File: config.mk
export PLATFORM = sky130hd
export DESIGN_NAME = lz_normalize_pipe
export DESIGN_NICKNAME = d
export VERILOG_FILES = /design/src/rtl/lz_normalize_pipe.sv
export SDC_FILE = /design/constraint.sdc
export NUM_CORES = 1
export LEC_CHECK = 0
export CAP_MARGIN = 30
export CORE_ASPECT_RATIO = 2
export CORE_UTILIZATION = 40
export DETAILED_ROUTE_END_ITERATION = 8
export GPL_TIMING_DRIVEN = 1
export PLACE_DENSITY = 0.74
export SETUP_SLACK_MARGIN = 0.1
export SLEW_MARGIN = 20
export SYNTH_ARGS = -nofsm -noshare
export SYNTH_HDL_FRONTEND = slang
export SYNTH_SLANG_ARGS = --single-unit
File: constraint.sdc
create_clock -name clk -period 4.6 [get_ports clk]
set_input_delay 0.46 -clock clk [delete_from_list [all_inputs] [get_ports clk]]
set_output_delay 0.46 -clock clk [all_outputs]
set_load 0.1 [all_outputs]
File: src/rtl/lz_normalize_pipe.sv
`default_nettype none
// ============================================================================
// Module      : lz_normalize_pipe
// Description : Two-stage leading-zero normaliser for the FP adder datapath.
//               Count stage, then shift/adjust stage, with valid/ready flow.
// Revision    : 1.0 - initial release
// ============================================================================
module lz_normalize_pipe #(
    parameter int WIDTH = 26,
    parameter int EXP_W = 8,
    parameter int CNT_W = 5
) (
    input  logic             clk,
    input  logic             rst_n,
    input  logic             in_valid,
    output logic             in_ready,
    input  logic [WIDTH-1:0] in_sum,
    input  logic [EXP_W-1:0] in_exp,
    output logic             out_valid,
    input  logic             out_ready,
    output logic [WIDTH-1:0] out_mant,
    output logic [EXP_W-1:0] out_exp,
    output logic [CNT_W-1:0] out_shift,
    output logic             out_zero,
    output logic             out_underflow
);

    localparam int MW = (CNT_W > EXP_W) ? CNT_W : EXP_W;

    if ((2 ** CNT_W) <= WIDTH) begin : g_cnt_w_check
        $error("lz_normalize_pipe: CNT_W too small to encode a shift of WIDTH");
    end

    logic             s1_valid;
    logic [WIDTH-1:0] s1_sum;
    logic [EXP_W-1:0] s1_exp;
    logic [CNT_W-1:0] s1_lz;
    logic             s1_zero;

    logic             s2_free;
    logic             s1_advance;
    logic             in_accept;

    logic [CNT_W-1:0] lz_c;
    logic [MW-1:0]    lz_ext;
    logic [MW-1:0]    exp_ext;
    logic [MW-1:0]    eff_ext;
    logic [CNT_W-1:0] eff_cnt;

    assign s2_free    = !out_valid || out_ready;
    assign in_ready   = rst_n && (!s1_valid || s2_free);
    assign in_accept  = in_valid && in_ready;
    assign s1_advance = s1_valid && s2_free;

    // Highest set bit wins because later iterations overwrite earlier ones.
    always_comb begin
        lz_c = '0;
        for (int i = 0; i < WIDTH; i++) begin
            if (in_sum[i]) begin
                lz_c = CNT_W'(WIDTH - 1 - i);
            end
        end
    end

    // Shift is clamped to the exponent so the adjusted exponent never wraps.
    assign lz_ext  = MW'(s1_lz);
    assign exp_ext = MW'(s1_exp);
    assign eff_ext = (lz_ext < exp_ext) ? lz_ext : exp_ext;
    assign eff_cnt = CNT_W'(eff_ext);

    always_ff @(posedge clk) begin
        if (!rst_n) begin
            s1_valid      <= 1'b0;
            s1_sum        <= '0;
            s1_exp        <= '0;
            s1_lz         <= '0;
            s1_zero       <= 1'b0;
            out_valid     <= 1'b0;
            out_mant      <= '0;
            out_exp       <= '0;
            out_shift     <= '0;
            out_zero      <= 1'b0;
            out_underflow <= 1'b0;
        end else begin
            if (in_accept) begin
                s1_sum  <= in_sum;
                s1_exp  <= in_exp;
                s1_lz   <= lz_c;
                s1_zero <= (in_sum == '0);
            end

            if (in_accept) begin
                s1_valid <= 1'b1;
            end else if (s1_advance) begin
                s1_valid <= 1'b0;
            end

            if (s1_advance) begin
                out_valid <= 1'b1;
                if (s1_zero) begin
                    out_mant      <= '0;
                    out_exp       <= '0;
                    out_shift     <= CNT_W'(WIDTH);
                    out_zero      <= 1'b1;
                    out_underflow <= 1'b0;
                end else begin
                    out_mant      <= s1_sum << eff_cnt;
                    out_exp       <= EXP_W'(exp_ext - eff_ext);
                    out_shift     <= eff_cnt;
                    out_zero      <= 1'b0;
                    out_underflow <= (lz_ext > exp_ext);
                end
            end else if (out_ready) begin
                out_valid <= 1'b0;
            end
        end
    end

endmodule
`default_nettype wire

Word level (Yosys, flattened, before mapping)
Cells that the tools add are included.
{ "classes": {"n_addsub": 1, "order_cmp": 2, "n_shift": 1, "mux": 36, "n_reduce_logical": 10} }
{ "op_table": {"columns": ["operator", "n"], "rows": [
  ["5-bit two-way mux", 27],
  ["26-bit logical NOT", 1],
  ["26-bit two-way mux", 1],
  ["26-bit by 5-bit left shift with 26-bit output", 1],
  ["8-bit two-way mux", 2],
  ["5-bit by 8-bit > comparator with 1-bit output", 1],
  ["5-bit by 8-bit < comparator with 1-bit output", 1],
  ["8-bit subtractor", 1],
  ["1-bit two-way mux", 6],
  ["2-bit nonzero test", 2],
  ["1-bit logical AND", 3],
  ["1-bit logical NOT", 2],
  ["1-bit logical OR", 2]
]} }
{ "word_totals": {"ff_bits": 83, "in_bits": 38, "out_inout_bits": 43, "word_cells": 61} }

Logic depth before layout (Yosys ltp)
{ "logic_depth": {"depth_word": 26, "depth_mapped": 20, "mapped_depth_nobuf": 18} }

Worst setup path after synthesis
OpenSTA, ideal clock, no wires.
{ "synth_timing": {"path_kind": "flip-flop to flip-flop", "start": "reg s1_exp[1] (netlist: exp_ext[1])", "end": "reg out_exp[6]", "setup_time_ps": 67, "arrival_time_ps": 3572, "required_ps": 4533, "path_slack_ps": 961, "path_stages_with_launch": 21, "path_buffers": 2, "synth_period_minus_slack_ps": 3639, "cell_sequence": "dfxtp_1 inv_1 ha_1 nor2b_1 o21ba_2 nor4_1 nor3_2 inv_2 buf_4 buf_2 ha_1 inv_1 fa_1 nand2_1 nand2_1 a21oi_1 nor2b_1 nor3_1 xor2_1 a22oi_1 nor2b_1"} }
{ "synth_via": {"elab_chain_len": 4} }
{ "synth_lines": {"columns": ["item", "line", "text"], "rows": [
  ["start: declaration", "36", "logic [EXP_W-1:0] s1_exp;"],
  ["start signal: assignment", "87", "s1_exp <= in_exp;"],
  ["5-bit by 8-bit < comparator with 1-bit output", "68", "assign eff_ext = (lz_ext < exp_ext) ? lz_ext : exp_ext;"],
  ["8-bit two-way mux", "68", null],
  ["8-bit subtractor (*)", "108", "out_exp <= EXP_W'(exp_ext - eff_ext);"],
  ["8-bit two-way mux (*)", "100", "if (s1_zero) begin"],
  ["end signal: assignment", "108", null],
  ["end: declaration", "22", "output logic [EXP_W-1:0] out_exp,"]
]} }
Every way passes the cells marked *; elsewhere a longest branch is shown, timed or not.
A chain may end at the register's enable or synchronous reset.

Final worst setup path
{ "layout_timing": {"start": "reg s1_exp[1] (netlist: exp_ext[1])", "end": "reg out_exp[7]"} }
The elaborated chain is that of the path after synthesis.

==> flow_summary.yaml <==
placed_design:
  preCtsSetupSlack_ns: 0.867
  gp_congestion: 1.01
  dp.cells: 865
  portBuffers: 80
  detailed_place.area_um2: 6010
  hpwlAfterDp_mm: 13.3
global_routing:
  grt_pass1_wl_mm: 26.6
  grt_pass1_vias: 5087
  antenna_found_initial: 0
  track_usage_pct: 26.6
  grt_start_max_net_pins: 52
  grt_overflow: 0
cells_and_area:
  nets: 775
  antennaDiodeCount: 0
  design_area_um2: 6320
  post_layout_nonfiller_instances: 880
  postLayoutCoreUtil_pct: 50.3
  area_delta_synth_final_pct: 22.6
  nFillCells: 1234
  drive_above_1_share_pct: 7.40
outcome:
  status: "completed"
setup_path:
  cp.required_ns: 4.83
  slowest_delay_ns: 0.50
  path_delay_family: "compound AO/OA/AOI/OAI gates"
  worstRegToRegCells: 14
  worst-setup-path-type: "flop to flop"
  cp.buffers_inverters: 2
  worst-path-max-fanout: 7
  cp-end-kind: "flop"
  worst_path_max_delay_cell: "o21bai_1"
  crit_arrival_ns: 4.07
  timing.rr.start: "exp_ext[1]$_SDFFE_PN0P_"
  r2r_setup_slack_ns: 0.76
  reg2reg_to: "out_exp[7]$_SDFFE_PN0P_"
  worstPathCellList: "inv_1 > ha_1 > nor2b_1 > o21bai_1 > a21oi_1 > o21ai_0 > nand2_1 > inv_1 > ha_1 > o21ai_0 > nor4b_1 > xor2_1 > a22oi_1 > nor2b_1"
  critPathLaunchType: "flop"
floorplanning:
  io_pins: 81
  num_rows: 58
  start_util_pct: 41.1
  core_area_um2: 12600
  dieArea_um2: 13400
  die_w_um: 82.3
  die_y_um: 163
cts:
  htreeDepth: 3
  cts_tree: "done"
  post_cts_buffers: 0
  clk_latency_ns: 0.34
  clock-sinks: 83
  clkTransAtPathRegs_ns: 0.06
  cts_buffers: 9
  cts.hold.buffers_added: 0
  ctsResizeCount: 0
  clockBufferDepth: 2
  cts-root-buf: "clkbuf_16"
hold_path:
  hold_depth: 2
  min_to: "out_mant[8]$_SDFFE_PN0P_"
  hold_class: "flop to flop"
  holdCritStartpoint: "out_mant[8]$_SDFFE_PN0P_"
sta:
  drv_slew: 0
  finClkSkew_ns: 0.00775
  hold_violations: 0
  fin_ws_ns: 0.760
  tightestPinTransition_ns: 1.02
  max_freq_mhz: 260
  min_period_ns: 3.84
  rsz0062_at_grt: "false"
  holdWs_ns: 0.432
  finalCritPeriodShare_pct: 83.5
  setup_tns_ns: 0
  setup_viol: 0
  max_slew_margin_pct: 32.1
detailed_routing:
  drc: 0
  postRouteAntennaNets: 0
  via_count: 5258
  dr.pass1.iters: 5
  drtIter0Drc: 391
  wl_mm: 16.8
  wire_per_inst_um: 19.1
  viasPerCell: 5.98
synth:
  yosysUniqueCellTypes: 71
  syn_nets: 713
  yosys_most_used_dff: "dfxtp_1"
  async_flop_share_pct: 0
  synthCells: 664
  synth_edf_count: 0
  synth-seq-area-share_pct: 32.2
  ys_top_cells_by_count: "nand2_1 (109), dfxtp_1 (83), o21ai_0 (68)"
  synth_area_leaders: "dfxtp_1 (32%), nand2_1 (7.9%), o21ai_0 (6.6%)"
  yosysWarnings: 0
  syn_area_per_cell_um2: 7.77
  yosysMostFrequentCell: "nand2_1"
  syn_area_um2: 5160
  yosys_register_bits: 83
  yosysTopAreaCell: "dfxtp_1"
  synth_top_area_share_pct: 32.2
power:
  p_leak_nw: 2.27
  p_total_mw: 2.22
  pwr_density_cell_nw_per_um2: 351
  irDropWorstVdd_v: 0.000288
flow_run:
  drv_cap: 0
-- worst register-to-register path: stages (launching register included) --
cell	delay (ns)
dfxtp_1	0.40
inv_1	0.11
ha_1	0.29
nor2b_1	0.15
o21bai_1	0.50
a21oi_1	0.18
o21ai_0	0.49
nand2_1	0.27
inv_1	0.24
ha_1	0.30
o21ai_0	0.12
nor4b_1	0.32
xor2_1	0.13
a22oi_1	0.18
nor2b_1	0.06
-- cells by family (layout without fill, tap and decap cells) --
| kind of cell | Yosys count | in the layout | synth area share (%) |
|---|---|---|---|
| compound gates | 241 | 241 | 31.9 |
| xor+xnor | 5 | 5 | 0.849 |
| fa+ha+maj | 11 | 11 | 2.81 |
| buf+inv | 65 | 131 | 6.09 |
| flops | 83 | 83 | 32.2 |
| mux | 10 | 10 | 2.33 |
| simple gates | 249 | 249 | 23.8 |
-- power by group --
part,internal (mW),switching [mW]
Clock,0.471,0.284
Combinational,0.206,0.451
Sequential,0.764,0.0429
-- cell type report --
cell class	count	area (um2)	area share, %
Multi-Input combinational cell	516	3180	50.3
Clock buffer	10	229	3.62
Sequential cell	83	1660	26.3
Timing Repair Buffer	93	893	14.1
Clock inverter	5	78.8	1.25
Tap cell	150	188	2.97
Inverter	23	88.8	1.41
-- sequential cells by signal, summed over array words and instances, names as in the netlist --
name,count
s1_lz,5
out_shift,5
s1_valid,1
out_zero,1
out_underflow,1
out_exp,8
out_mant,26
s1_zero,1
s1_sum,26
exp_ext,8
out_valid,1
-- worst max-delay path by stage --
| stage | startpoint | end | slack, ns | cells after the start |
|---|---|---|---|---|
| after floorplan | exp_ext[1]$_SDFFE_PN0P_ | out_exp[6]$_SDFFE_PN0P_ | 0.96 | 20 |
| after global placement | exp_ext[1]$_SDFFE_PN0P_ | out_exp[7]$_SDFFE_PN0P_ | 0.97 | 14 |
| after detailed placement | exp_ext[1]$_SDFFE_PN0P_ | out_exp[7]$_SDFFE_PN0P_ | 0.87 | 14 |
| after CTS | exp_ext[1]$_SDFFE_PN0P_ | out_exp[7]$_SDFFE_PN0P_ | 0.85 | 14 |
| after global routing | exp_ext[1]$_SDFFE_PN0P_ | out_exp[7]$_SDFFE_PN0P_ | 0.55 | 14 |
| final | exp_ext[1]$_SDFFE_PN0P_ | out_exp[7]$_SDFFE_PN0P_ | 0.76 | 14 |
-- layout by cell type (no fill, tap or decap), types with 4 or more instances in the layout --
cell	synthesis	final
o21ai_0	68	68
a311oi_1	7	7
nor3_1	24	24
nand4_1	6	6
buf_4	2	13
nand2b_1	5	5
a31oi_1	4	4
nand3_1	23	23
o31ai_1	9	9
and2_1	13	13
inv_1	21	21
clkbuf_16	0	9
clkdlybuf4s50_1	0	79
and3_1	9	9
nor2_1	21	21
mux2i_1	7	7
a32oi_1	9	9
nand2_1	109	109
a211oi_2	5	5
nor2b_1	20	20
ha_1	10	10
a21oi_1	35	35
o211ai_1	10	10
a22oi_1	10	10
a21boi_0	10	10
dfxtp_1	83	83
nor4_1	6	6
a211oi_1	36	36
-- per-layer routing --
| metal | track usage [%] | vias up | routed length (um) |
|---|---|---|---|
| li1 | - | 2570 | - |
| met3 | 3.36 | 57 | 587 |
| met1 | 28.0 | 2452 | 6170 |
| met2 | 47.4 | 179 | 8930 |
| met5 | 0 | - | 0 |
| met4 | 17.6 | 0 | 1140 |
(Power assumes the default switching activity.)
